$ cat src/rtl/partial_sum_generator.sv
// partial_sum_generator: per-neuron MAC front end producing saturated products for an external accumulator.
module partial_sum_generator #(
    parameter int FRAC_W = 8,
    parameter int CNT_W  = 10
) (
    input  logic             clk,
    input  logic             reset,
    input  logic             start,
    input  logic [CNT_W-1:0] num_inputs,
    input  logic             in_valid,
    output logic             in_ready,
    input  logic [15:0]      activation,
    input  logic [15:0]      weight,
    output logic [15:0]      partial_sum,
    output logic             add_done,
    output logic             neuron_done,
    input  logic [15:0]      new_sum,
    output logic [15:0]      result,
    output logic             out_valid,
    input  logic             out_ready,
    output logic             busy
);
    typedef enum logic [2:0] {IDLE, MAC, SETTLE, DONE, OUT} state_t;
    state_t state, next_state;
    logic [CNT_W-1:0] target, count, count_inc;
    logic [1:0] settle_cnt;
    logic fire, last, accept, settle_end;
    logic signed [31:0] act_ext, wgt_ext, product, shifted;
    logic [15:0] sat;
    assign fire       = in_valid && in_ready;
    assign count_inc  = count + CNT_W'(1);
    assign last       = fire && (count_inc == target);
    assign accept     = (state == IDLE) && start && (num_inputs != '0);
    assign settle_end = (state == SETTLE) && (settle_cnt == 2'd2);
    assign act_ext    = {{16{activation[15]}}, activation};
    assign wgt_ext    = {{16{weight[15]}}, weight};
    assign product    = act_ext * wgt_ext;
    assign shifted    = product >>> FRAC_W;
    assign sat        = shifted > 32'sd32767  ? 16'h7FFF :
                        shifted < -32'sd32768 ? 16'h8000 : shifted[15:0];
    always_ff @(posedge clk) begin
        if (!reset) state <= IDLE;
        else        state <= next_state;
    end
    always_comb begin
        next_state = state;
        case (state)
            IDLE:    next_state = accept ? MAC : IDLE;
            MAC:     next_state = last ? SETTLE : MAC;
            SETTLE:  next_state = settle_end ? DONE : SETTLE;
            DONE:    next_state = OUT;
            OUT:     next_state = out_ready ? IDLE : OUT;
            default: next_state = IDLE;
        endcase
    end
    always_comb begin
        in_ready    = state == MAC;
        busy        = state != IDLE;
        neuron_done = state == DONE;
        out_valid   = state == OUT;
    end
    // settle_cnt spans the final add, accumulator register and its saturation fix-up
    always_ff @(posedge clk) begin
        if (!reset) begin
            target      <= '0;
            count       <= '0;
            settle_cnt  <= '0;
            partial_sum <= '0;
            add_done    <= 1'b0;
            result      <= '0;
        end else begin
            add_done   <= fire;
            settle_cnt <= state == SETTLE ? settle_cnt + 2'd1 : 2'd0;
            if (fire) partial_sum <= sat;
            if (accept) begin
                target <= num_inputs;
                count  <= '0;
            end else if (fire) begin
                count <= count_inc;
            end
            if (settle_end) result <= new_sum;
        end
    end
endmodule

$ cat config.mk
export PLATFORM = sky130hd
export DESIGN_NAME = partial_sum_generator
export DESIGN_NICKNAME = d
export VERILOG_FILES = /design/src/rtl/partial_sum_generator.sv
export SDC_FILE = /design/constraint.sdc
export NUM_CORES = 1
export LEC_CHECK = 0
export BUFFER_PORTS_ARGS = -buffer_cell sky130_fd_sc_hd__buf_2
export CELL_PAD_IN_SITES_DETAIL_PLACEMENT = 1
export CELL_PAD_IN_SITES_GLOBAL_PLACEMENT = 1
export CORE_AREA = 2 2 170 172
export DETAILED_ROUTE_END_ITERATION = 10
export DIE_AREA = 0 0 172 174
export GPL_TIMING_DRIVEN = 0
export HOLD_SLACK_MARGIN = 0.03
export PLACE_DENSITY = 0.76
export SETUP_SLACK_MARGIN = 0.15
export SLEW_MARGIN = 40
export SYNTH_ARGS = -nofsm -noshare
export SYNTH_HDL_FRONTEND = slang
export SYNTH_SLANG_ARGS = --single-unit
$ cat constraint.sdc
create_clock -name clk -period 14.3 [get_ports clk]
set_clock_uncertainty 0.15 [all_clocks]
set_input_delay 0.715 -clock clk [delete_from_list [all_inputs] [get_ports clk]]
set_output_delay 0.715 -clock clk [all_outputs]
set_load 0.005 [all_outputs]
### After elaboration in Yosys (flattened, before gate mapping)

Cells that the tools add are included.

* equal/unequal tests: 6
* bitwise logic cells: 1
* order comparisons: 2
* reductions and logical operators: 10
* mux-type cells: 7
* add/sub/neg operators: 2
* multipliers: 1

Operator list (number)
* $mul A16 B16 Y32: 1
* $mux W16: 2
* $gt A24 B16 Y1 const B: 1
* $lt A24 B16 Y1 const B: 1
* $pmux W3 S5: 1
* $add A10 B1 Y10 const B: 1
* $eq A10 B10 Y1: 1
* $reduce_bool A10 Y1: 1
* $eq A3 B2 Y1 const B: 2
* $logic_and A1 B1 Y1: 5
* $eq A3 B1 Y1 const B: 1
* $eq A3 B3 Y1 const B: 1
* $logic_not A3 Y1: 1
* $mux W3: 1
* $reduce_bool A3 Y1: 1
* $add A2 B1 Y2 const B: 1
* $eq A2 B2 Y1 const B: 1
* $mux W1: 2
* $mux W2: 1
* $reduce_and A2 Y1: 1
* $reduce_or A2 Y1: 1
* $not A1 Y1: 1

* bits of input ports: 63
* output and inout port bits: 37
* flip-flop bits (word level): 58

### Logic depth before layout (Yosys ltp)

* word-level depth: 5
* mapped depth: 24

### Worst setup path after synthesis

Ideal clock, no wire load.

* path kind: in2reg
* start: input activation[15]
* end: register partial_sum[11]
* cell stages on the path: 24
* path slack: 7.090 ns
* required time: 14.084 ns
* buffers on the path: 2
* library setup time: 0.066 ns
* arrival time: 6.994 ns
* cell sequence: clkbuf_1 -> nand2_1 -> fa_1 -> inv_1 -> fa_1 -> inv_1 -> fa_1 -> fa_1 -> inv_1 -> fa_1 -> inv_1 -> fa_1 -> inv_1 -> ha_1 -> a21o_1 -> a21o_1 -> a21oi_1 -> mux2i_1 -> o21ai_0 -> or3_4 -> o41ai_4 -> buf_6 -> nand2_1 -> a21oi_2

* word-level cells in the longest chain between the ends: 4
* elaborated cells on any way between the ends: 5
* classes of those cells: mul (1); order compare (2); mux (2)

Ends and longest elaborated chain
* start: declaration: line 12 `input logic [15:0] activation,`
* $mul A16 B16 Y32 (*): line 37 `assign product = act_ext * wgt_ext;`
* $lt A24 B16 Y1: line 40 `shifted < -32'sd32768 ? 16'h8000 : shifted[15:0];`
* $mux W16: line 40
* $mux W16 (*): line 39 `assign sat = shifted > 32'sd32767 ? 16'h7FFF :`
* end signal: assignment: line 74 `if (fire) partial_sum <= sat;`
* end: declaration: line 14 `output logic [15:0] partial_sum,`

Every way passes the cells marked *; elsewhere a longest branch is shown, timed or not.
A chain may end at the register's enable or synchronous reset.

### Worst setup path after layout

* start: input activation[15]
* end: register partial_sum[14]

The elaborated chain is that of the path after synthesis.

==> results.cfg <==
[placement]
pre_cts_slack_ps = 5840
io_buffers = 99
place_inst = 1891
place.gp.congestion = 0.863
place_hpwl_um = 29900

[synth]
avgSynthCellArea_sq_um = 8.91
synth_edf_count = 0
ys_ff_latch = 58
yosysSeqAreaShare = 0.0926
yosysUniqueCellTypes = 65
syn_nets = 1813
synth_area_leaders = fa_1 (42%), dfxtp_1 (9.3%), inv_1 (8.9%)
yosysTopAreaCell = fa_1
netlist.area_leader.share = 0.417
netlist_area_sq_um = 12500
yosys_most_used_dff = dfxtp_1
synth_cells = 1408
yosysWarnings = 0
async_reset_ff_frac = 0

[timing]
setup_viol = 0
fin_crit_sh = 0.567
maxSlewViolCount = 0
setup_ws_ps = 6200
rsz0062_at_grt = no
setup_tns_ps = 0
worst-slew-pin-transition_ps = 703
max_freq_mhz = 123
hold_violations = 0
fin_crit_ps = 8100
slew_headroom = 0.530

[flow_run]
cap_violations = 0

[clock_network]
cts_buffer_depth = 2
numCtsBuffers = 9
holdBufCountCts = 0
htreeDepth = 3
ctsResizeCount = 0
cts_setup_buffers = 0
cts_tree = yes
path_clk_slew_ps = 40
clock_latency_ps = 320
clockRootBuffer = clkbuf_16
clock_sinks = 58

[finish]
final_nets = 1923
seq_area_sq_um = 1160
drive_above_1_share = 0.0927
fin_cells = 1907
fillerInstances = 3461
syn2layout_area_growth_pct = 9.90
multiInputGateArea_sq_um = 10000
utilization = 0.488

[die]
num_rows = 62
die_area_sq_um = 29900
core_area_sq_um = 28200
ios = 100
initial_core_util = 0.444
die_height_um = 174
die_x_um = 172

[critical_path]
cp.required_ps = 14410
path_buf_inv = 8
r2r_slack_ps = 11560
cp.arrival_ps = 8210
crit_type = input pin to register
critical_path_cell_count = 25
max_stage_delay_ps = 870
r2r_cells = 10
crit_path_top_delay_cell = fa_1
cp_common_cell = fa_1
cp-start-kind = input pin
path_max_fanout = 10
critPathCaptureType = register
critical-path-top-delay-family = adder cells

[drt]
via_per_inst = 5.20
drtPass1Iterations = 5
wire_per_inst_um = 18.4
vias = 9915
post-route-drc-count = 0
wirelength_um = 35000
first_iter_violations = 457
antenna_left = 0

[hold_path]
hold_path_class = register to register
holdPathStages = 1

[grt]
grt_pass1_wl_um = 57700
grt_max_degree = 11
grt_overflow = 0
grt_usage = 0.250
grt_pass1_vias = 11300
antenna_found_initial = 1

[status]
status = completed
==> Yosys cell counts (4+ instances only) <==
cell / instances
a21oi_2: 10
dfxtp_1: 58
nand3_1: 11
a31oi_1: 4
o21ai_0: 37
mux2i_1: 12
nand4_1: 10
nand2_1: 198
nand2b_1: 10
fa_1: 261
nor2_1: 43
ha_1: 81
a211oi_1: 5
o21a_1: 9
nor3b_1: 6
xnor2_1: 30
a21o_1: 7
clkbuf_1: 44
inv_1: 298
nor2b_1: 15
o211ai_1: 6
a21boi_0: 16
a21oi_1: 36
and3_1: 6
xor2_1: 17
or3_1: 5
and2_1: 123
==> stage by stage <==
stage               cell area, sq um  hold slack (ps)
floorplan                      12500              242
global placement               13500              252
detailed placement             13500              262
CTS                            13800              269
global route                   13800              298
finish                         13800              262
==> final timing paths <==
check | startpoint | end
max reg2reg | count[0] | state[0]
min | settle_cnt[0] | settle_cnt[0]
max | activation[15] | partial_sum[14]
min reg2reg | settle_cnt[0] | settle_cnt[0]
==> cell usage in the layout, fill, tap and decap left out, drive strengths merged, types with 6 or more instances in the layout <==
cell type	netlist	layout
o21a	9	9
and3	7	7
nor3b	6	6
xnor2	30	30
nand2	199	199
nor2b	15	15
a21boi	16	16
a21o	7	7
a21oi	46	46
nor2	43	43
or3	8	8
clkbuf	44	58
mux2i	12	12
o21ai	38	38
ha	81	81
and2	126	126
buf	6	105
nand4	10	10
fa	261	261
nand2b	10	10
nand3	12	12
inv	298	298
o211ai	6	6
dfxtp	58	58
xor2	17	17
==> worst reg2reg max path, cell delays in order (launching register included) <==
cell	delay, ps
dfxtp_1	410
ha_1	290
nand3_1	160
nor2_1	280
nand3_1	180
xnor2_1	230
o21ai_0	150
a2111oi_2	480
nor2_1	80
nor3_1	140
nor3b_1	70
==> logic make-up after synthesis <==
| group | Yosys count | share of synthesized area |
|---|---|---|
| and+or+nand+nor | 448 | 0.178 |
| buffers and inverters | 349 | 0.107 |
| adders and majority gates | 342 | 0.497 |
| AOI/OAI and AO/OA | 152 | 0.0827 |
| DFF | 58 | 0.0926 |
| xor gates and xnor gates | 47 | 0.0328 |
| muxes | 12 | 0.00958 |
==> per-layer routing <==
layer  vias to the layer above  routed length [um]  GRT usage
met2                       202               18600      0.463
li1                       4490                   -          -
met4                         0                1090     0.0669
met3                        62                1460     0.0371
met5                         -                   0          0
met1                      5161               13900      0.301
==> state kept, by name, indices dropped and copies added (netlist names) <==
name and flops:
add_done 1, target 10, state 3, partial_sum 16
count 10, settle_cnt 2, result 16
==> final cells by class <==
class,count,share of cell area
inverters,298,0.0812
flip-flops and latches,58,0.0842
repair buffers,99,0.0360
multi-input cells,1001,0.729
plain buffers,51,0.0163
clock buffers,14,0.0184
diodes,2,0.000363
well taps,384,0.0349
Power is left out: the tool's default activity adds up to more than one toggle a clock period on the data nets, which glitch-free logic cannot reach.
